**config.mk**
```make
export PLATFORM = sky130hd
export DESIGN_NAME = mult_div_ctrl
export DESIGN_NICKNAME = d
export VERILOG_FILES = /design/src/rtl/mult_div_ctrl.sv
export SDC_FILE = /design/constraint.sdc
export NUM_CORES = 1
export LEC_CHECK = 0
export BUFFER_PORTS_ARGS = -buffer_cell sky130_fd_sc_hd__buf_4
export CORE_MARGIN = 5
export CORE_UTILIZATION = 60
export DETAILED_ROUTE_END_ITERATION = 10
export MAX_ROUTING_LAYER = met4
export PLACE_DENSITY_LB_ADDON = 0.12
export SETUP_SLACK_MARGIN = 0.2
export SLEW_MARGIN = 10
export SYNTH_ARGS = -nofsm -noshare
export SYNTH_HDL_FRONTEND = slang
export SYNTH_SLANG_ARGS = --single-unit
```
**constraint.sdc**
```tcl
create_clock -name clock -period 4.5 [get_ports clock]
set_input_delay 0.9 -clock clock [delete_from_list [all_inputs] [get_ports clock]]
set_output_delay 0.9 -clock clock [all_outputs]
set_load 0.01 [all_outputs]
```
**src/rtl/mult_div_ctrl.sv**
```systemverilog
// Sequencer for the shared iterative signed multiply / restoring divide unit feeding HI/LO.
// Define DIVZERO_EXC_EN to abort divides by zero with a div_zero pulse instead of running them.
module mult_div_ctrl #(
  parameter int WIDTH = 32,
  parameter int CNT_W = 6
) (
  input  logic             clock,
  input  logic             RESET_in,
  input  logic             start,
  input  logic             op,
  input  logic [WIDTH-1:0] a,
  input  logic [WIDTH-1:0] b,
  output logic             busy,
  output logic             done,
  output logic [WIDTH-1:0] hi,
  output logic [WIDTH-1:0] lo,
  output logic             div_zero
);

  typedef enum logic [2:0] {IDLE, LOAD, RUN, FIX, DONE} state_t;

  state_t           state_q, state_d;
  logic [CNT_W-1:0] cnt_q, cnt_d;
  logic             op_q, op_d;
  logic [WIDTH-1:0] a_q, a_d, b_q, b_d;
  logic [WIDTH-1:0] acc_q, acc_d;
  logic [WIDTH-1:0] mq_q, mq_d;
  logic [WIDTH:0]   opb_q, opb_d;
  logic             negRes_q, negRes_d, negRem_q, negRem_d;
  logic [WIDTH-1:0] hi_q, hi_d, lo_q, lo_d;
  logic             divZero_q, divZero_d;

  // One extra bit keeps |MIN| representable as a positive magnitude.
  logic [WIDTH:0]     magA, magB, multSum, divShift, divDiff;
  logic               divFits;
  logic [2*WIDTH-1:0] product, productNeg;
  logic               unusedBits;

  assign magA       = a_q[WIDTH-1] ? -{a_q[WIDTH-1], a_q} : {a_q[WIDTH-1], a_q};
  assign magB       = b_q[WIDTH-1] ? -{b_q[WIDTH-1], b_q} : {b_q[WIDTH-1], b_q};
  assign multSum    = {1'b0, acc_q} + (mq_q[0] ? opb_q : '0);
  assign divShift   = {acc_q, mq_q[WIDTH-1]};
  assign divDiff    = divShift - opb_q;
  assign divFits    = (divShift >= opb_q);
  assign product    = {acc_q, mq_q};
  assign productNeg = -product;
  assign unusedBits = divDiff[WIDTH];

  assign busy = (state_q != IDLE);
  assign done = (state_q == DONE);
  assign hi   = hi_q;
  assign lo   = lo_q;

`ifdef DIVZERO_EXC_EN
  assign div_zero = divZero_q;
`else
  assign div_zero = 1'b0;
`endif

  always_comb begin
    state_d   = state_q;
    cnt_d     = cnt_q;
    op_d      = op_q;
    a_d       = a_q;
    b_d       = b_q;
    acc_d     = acc_q;
    mq_d      = mq_q;
    opb_d     = opb_q;
    negRes_d  = negRes_q;
    negRem_d  = negRem_q;
    hi_d      = hi_q;
    lo_d      = lo_q;
    divZero_d = 1'b0;
    case (state_q)
      IDLE: begin
        if (start) begin
          op_d    = op;
          a_d     = a;
          b_d     = b;
          state_d = LOAD;
        end
      end
      LOAD: begin
        negRes_d = a_q[WIDTH-1] ^ b_q[WIDTH-1];
        negRem_d = a_q[WIDTH-1];
        acc_d    = '0;
        cnt_d    = CNT_W'(WIDTH - 1);
        if (op_q) begin
          mq_d  = magA[WIDTH-1:0];
          opb_d = magB;
        end else begin
          mq_d  = magB[WIDTH-1:0];
          opb_d = magA;
        end
        state_d = RUN;
`ifdef DIVZERO_EXC_EN
        if (op_q && (b_q == '0)) begin
          state_d   = IDLE;
          divZero_d = 1'b1;
        end
`endif
      end
      RUN: begin
        if (op_q) begin
          acc_d = divFits ? divDiff[WIDTH-1:0] : divShift[WIDTH-1:0];
          mq_d  = {mq_q[WIDTH-2:0], divFits};
        end else begin
          acc_d = multSum[WIDTH:1];
          mq_d  = {multSum[0], mq_q[WIDTH-1:1]};
        end
        if (cnt_q == '0) state_d = FIX;
        else             cnt_d   = cnt_q - CNT_W'(1);
      end
      FIX: begin
        if (op_q) begin
          lo_d = negRes_q ? -mq_q  : mq_q;
          hi_d = negRem_q ? -acc_q : acc_q;
        end else begin
          {hi_d, lo_d} = negRes_q ? productNeg : product;
        end
        state_d = DONE;
      end
      DONE:    state_d = IDLE;
      default: state_d = IDLE;
    endcase
  end

  always_ff @(posedge clock or negedge RESET_in) begin
    if (!RESET_in) begin
      state_q   <= IDLE;
      cnt_q     <= '0;
      op_q      <= 1'b0;
      a_q       <= '0;
      b_q       <= '0;
      acc_q     <= '0;
      mq_q      <= '0;
      opb_q     <= '0;
      negRes_q  <= 1'b0;
      negRem_q  <= 1'b0;
      hi_q      <= '0;
      lo_q      <= '0;
      divZero_q <= 1'b0;
    end else begin
      state_q   <= state_d;
      cnt_q     <= cnt_d;
      op_q      <= op_d;
      a_q       <= a_d;
      b_q       <= b_d;
      acc_q     <= acc_d;
      mq_q      <= mq_d;
      opb_q     <= opb_d;
      negRes_q  <= negRes_d;
      negRem_q  <= negRem_d;
      hi_q      <= hi_d;
      lo_q      <= lo_d;
      divZero_q <= divZero_d;
    end
  end

endmodule

```
==> summary.txt <==
Setup path
  • Data required, critical path: 4.91 ns
  • CP max FO: 17
  • Crit Path Category: reg2reg
  • R2R cell count: 12
  • Critical path capture point type: flip-flop
  • Critical path arrival: 4.38 ns
  • Nature of the critical path startpoint: flip-flop

Clock network
  • Worst-path clk slew: 0.06 ns
  • # resized after CTS: 0
  • Max clock buf depth: 3
  • CTS Sinks: 237
  • TritonCTS clock tree: done
  • Worst-Skew Late Latency: 0.59 ns
  • Root buffer cell: clkbuf_16
  • CTS Buf Count: 28
  • Htree depth: 1
  • Count of hold buffers inserted by post-cts repair: 0
  • Post-CTS Setup Inserts: 0

STA
  • Achievable frequency: 252 MHz
  • Final hold vios: 0
  • Skew final: 0.0455 ns
  • Period Utilization, post-route: 0.882
  • Slew HR: 0.148
  • Final setup TNS: 0 ns
  • Min Tclk post-route: 3.97 ns
  • RSZ-0062 raised after global routing: no
  • Setup ws final: 0.529 ns
  • Final Max Tran Viols: 0
  • Worst-margin pin slew: 1.28 ns
  • Setup violators final: 0

Yosys
  • Primary FF master, synth: dfrtp_1
  • Share of the yosys chip area belonging to registers: 0.342
  • Syn_area_per_cell: 8.57 µm²
  • Post-synth ARST share: 1.00
  • Yosys cell types: 90
  • Synth warnings: 0
  • Synthesized instance count: 2022
  • Count of flip-flops with a built-in enable after synthesis: 0
  • #FFs+latches synth: 237
  • Post-Syn Area: 17300 µm²
  • Net count after synthesis: 2163

Power
  • Maximum vdd drop: 0.000742 V
  • Combinational share of power: 0.619
  • Sequential share of power: 0.252
  • Switching power share of the total: 0.507
  • Switch Pwr: 9.04 mW
  • Part of the power in the clock network: 0.129
  • Leakage: 8.86 nW
  • Power density over the cells: 908 nW/µm²
  • Internal power: 8.80 mW

Detailed routing
  • DR iter-0 viols: 1946
  • Final wirelength: 57.7 mm
  • Avg WL per Cell: 23.0 µm
  • TritonRoute pass-1 iters: 6
  • Residual DRC: 0
  • Via Count: 16500
  • Vias/cell: 6.58
  • Antenna Violating Nets Remaining: 0

Global route
  • Total global-route track usage: 0.354
  • Initial antenna violation count: 1
  • Total grt overflow: 0
  • First-pass GRT wire length: 90.0 mm
  • Largest net degree at the start of global routing: 86
  • Vias in the first global route: 15700

Worst hold path
  • HP Class: in2async

Placement
  • IO buf count: 133
  • Hpwl dp: 43.3 mm
  • Setup WS pre-CTS: 0.669 ns
  • Final GP Congestion: 1.05

Run status
  • Status: finished, final reports clean

Layout
  • Nets: 2248
  • Share of layout cells above drive strength 1: 0.154
  • Commonest non-fill, non-tap cell in the layout: nand2_1
  • Area grow syn2layout: 13.5%
  • Antenna fix cells: 0
  • # fillers: 2259
  • Most frequent cells in the layout: nand2_1 (271), dfrtp_1 (236), o21ai_0 (180), buf_4 (177), nor2_1 (134)
  • Fin util: 0.687

Floorplanning
  • Die Y: 180 µm
  • I/O Pins: 135
  • Std-Cell Rows: 62
  • Std-Cell Core Area: 28600 µm²
  • Initial Utilization: 0.605
  • Die area: 32400 µm²
  • Die Span X: 180 µm

Flow run
  • Max-Cap Viols: 0
[per-layer routing]
metal	track usage	share of wire	up-vias	wire [µm]
met5	-	0	-	0
met4	0.126	0.043	0	2480
met3	0.0493	0.090	158	5220
met2	0.543	0.45	862	26000
met1	0.485	0.42	7980	24000
li1	-	-	7528	-
[critical path: stages (launching register included)]
cell and delay, ns:
dfrtp_1 0.52, inv_1 0.50, buf_4 0.33, nor2_1 0.08, ha_1 0.38, a21o_1 0.21
a21o_1 0.17, a221oi_1 0.32, o21a_1 0.21, o21ai_1 0.20, a311oi_1 0.57, mux2i_1 0.25
a22oi_1 0.09
[Yosys cell counts, types with 5 or more instances]
master	instances	area, µm²
nor2b_1	12	75.1
a221oi_1	6	52.6
o41ai_1	14	123
o21a_1	10	75.1
nor4_1	16	100
nor3_1	36	180
o22ai_1	9	56.3
nor2_1	136	510
a22oi_1	10	75.1
a221o_1	11	110
and2_1	8	50.1
o31ai_1	38	285
and3_1	12	75.1
nand4_1	23	144
dfrtp_1	237	5930
a21oi_1	115	576
o211a_1	5	50.1
nand3b_1	8	60.1
ha_1	71	888
o211ai_1	11	82.6
o21bai_1	9	67.6
clkbuf_1	111	417
o21ai_0	180	901
mux2i_1	66	661
o221ai_1	34	298
a211oi_1	10	75.1
xor2_1	102	893
or3_1	20	125
a31oi_1	15	93.8
buf_1	8	30.0
and4_1	6	52.6
or2_2	12	75.1
xnor2_1	67	587
nand3_1	35	175
inv_1	62	233
or4_1	15	113
mux2_2	62	698
a211o_1	5	43.8
nand2b_1	8	50.1
nand2_1	271	1020
nor3b_1	7	52.6
o21ai_1	8	40.0
a21o_1	39	293
[cell families (layout without fill, tap and decap cells)]
family / Yosys count / in the layout / share of synthesized area
compound gates: 574 / 574 / 0.217
xor+xnor: 169 / 169 / 0.0855
fa+ha+maj: 73 / 73 / 0.0536
buf+inv: 187 / 293 / 0.0412
flops: 237 / 237 / 0.342
mux: 128 / 128 / 0.0785
other cells: 1 / 1 / 0.000217
simple gates: 653 / 653 / 0.182
[final cells by class]
class                   count  area (µm²)  share of cell area
well taps                 384         480              0.0244
clock inverters            10         134             0.00681
inverters                  62         233              0.0118
multi-input cells        1598       10700               0.544
clock buffers              41         800              0.0407
flip-flops and latches    237        5930               0.302
repair buffers            180        1380              0.0704
[final timing paths]
path | startpoint | to | slack, ns
min in group clock | hi[14] | hi[14] | 0.48
min | RESET_in | lo[6] | 0.30
max reg2reg | mq_q[0] | acc_q[28] | 0.53
max in group asynchronous | RESET_in | a_q[19] | 3.18
max | mq_q[0] | acc_q[28] | 0.53
min reg2reg | hi[14] | hi[14] | 0.48
[per-stage QoR]
stage	hold WS (ns)	cell area (µm²)	total power, mW	cells
6_report	0.299	19700	17.8	2512
5_1_grt	0.349	19700	19.0	2512
4_1_cts	0.320	19700	17.6	2512
3_5_place_dp	0.470	18700	15.2	2461
3_3_place_gp	0.464	18700	15.0	2461
2_1_floorplan	0.450	17300	11.6	2022
[registers in the layout, indices dropped and copies added, names as in the netlist]
register  flops
negRem_q      1
lo           32
hi           32
opb_q        33
acc_q        32
op_q          1
negRes_q      1
b_q          32
mq_q         32
a_q          32
state_q       3
cnt_q         6
[power groups by stage]
stage	registers, mW	clock network (mW)	logic (mW)
CTS	4.44	2.33	10.8
global placement	4.40	0	10.6
floorplan	3.98	0	7.66
finish	4.49	2.31	11.0
global route	4.62	2.43	11.9
detailed placement	4.47	0	10.7
(Power assumes the default switching activity.)
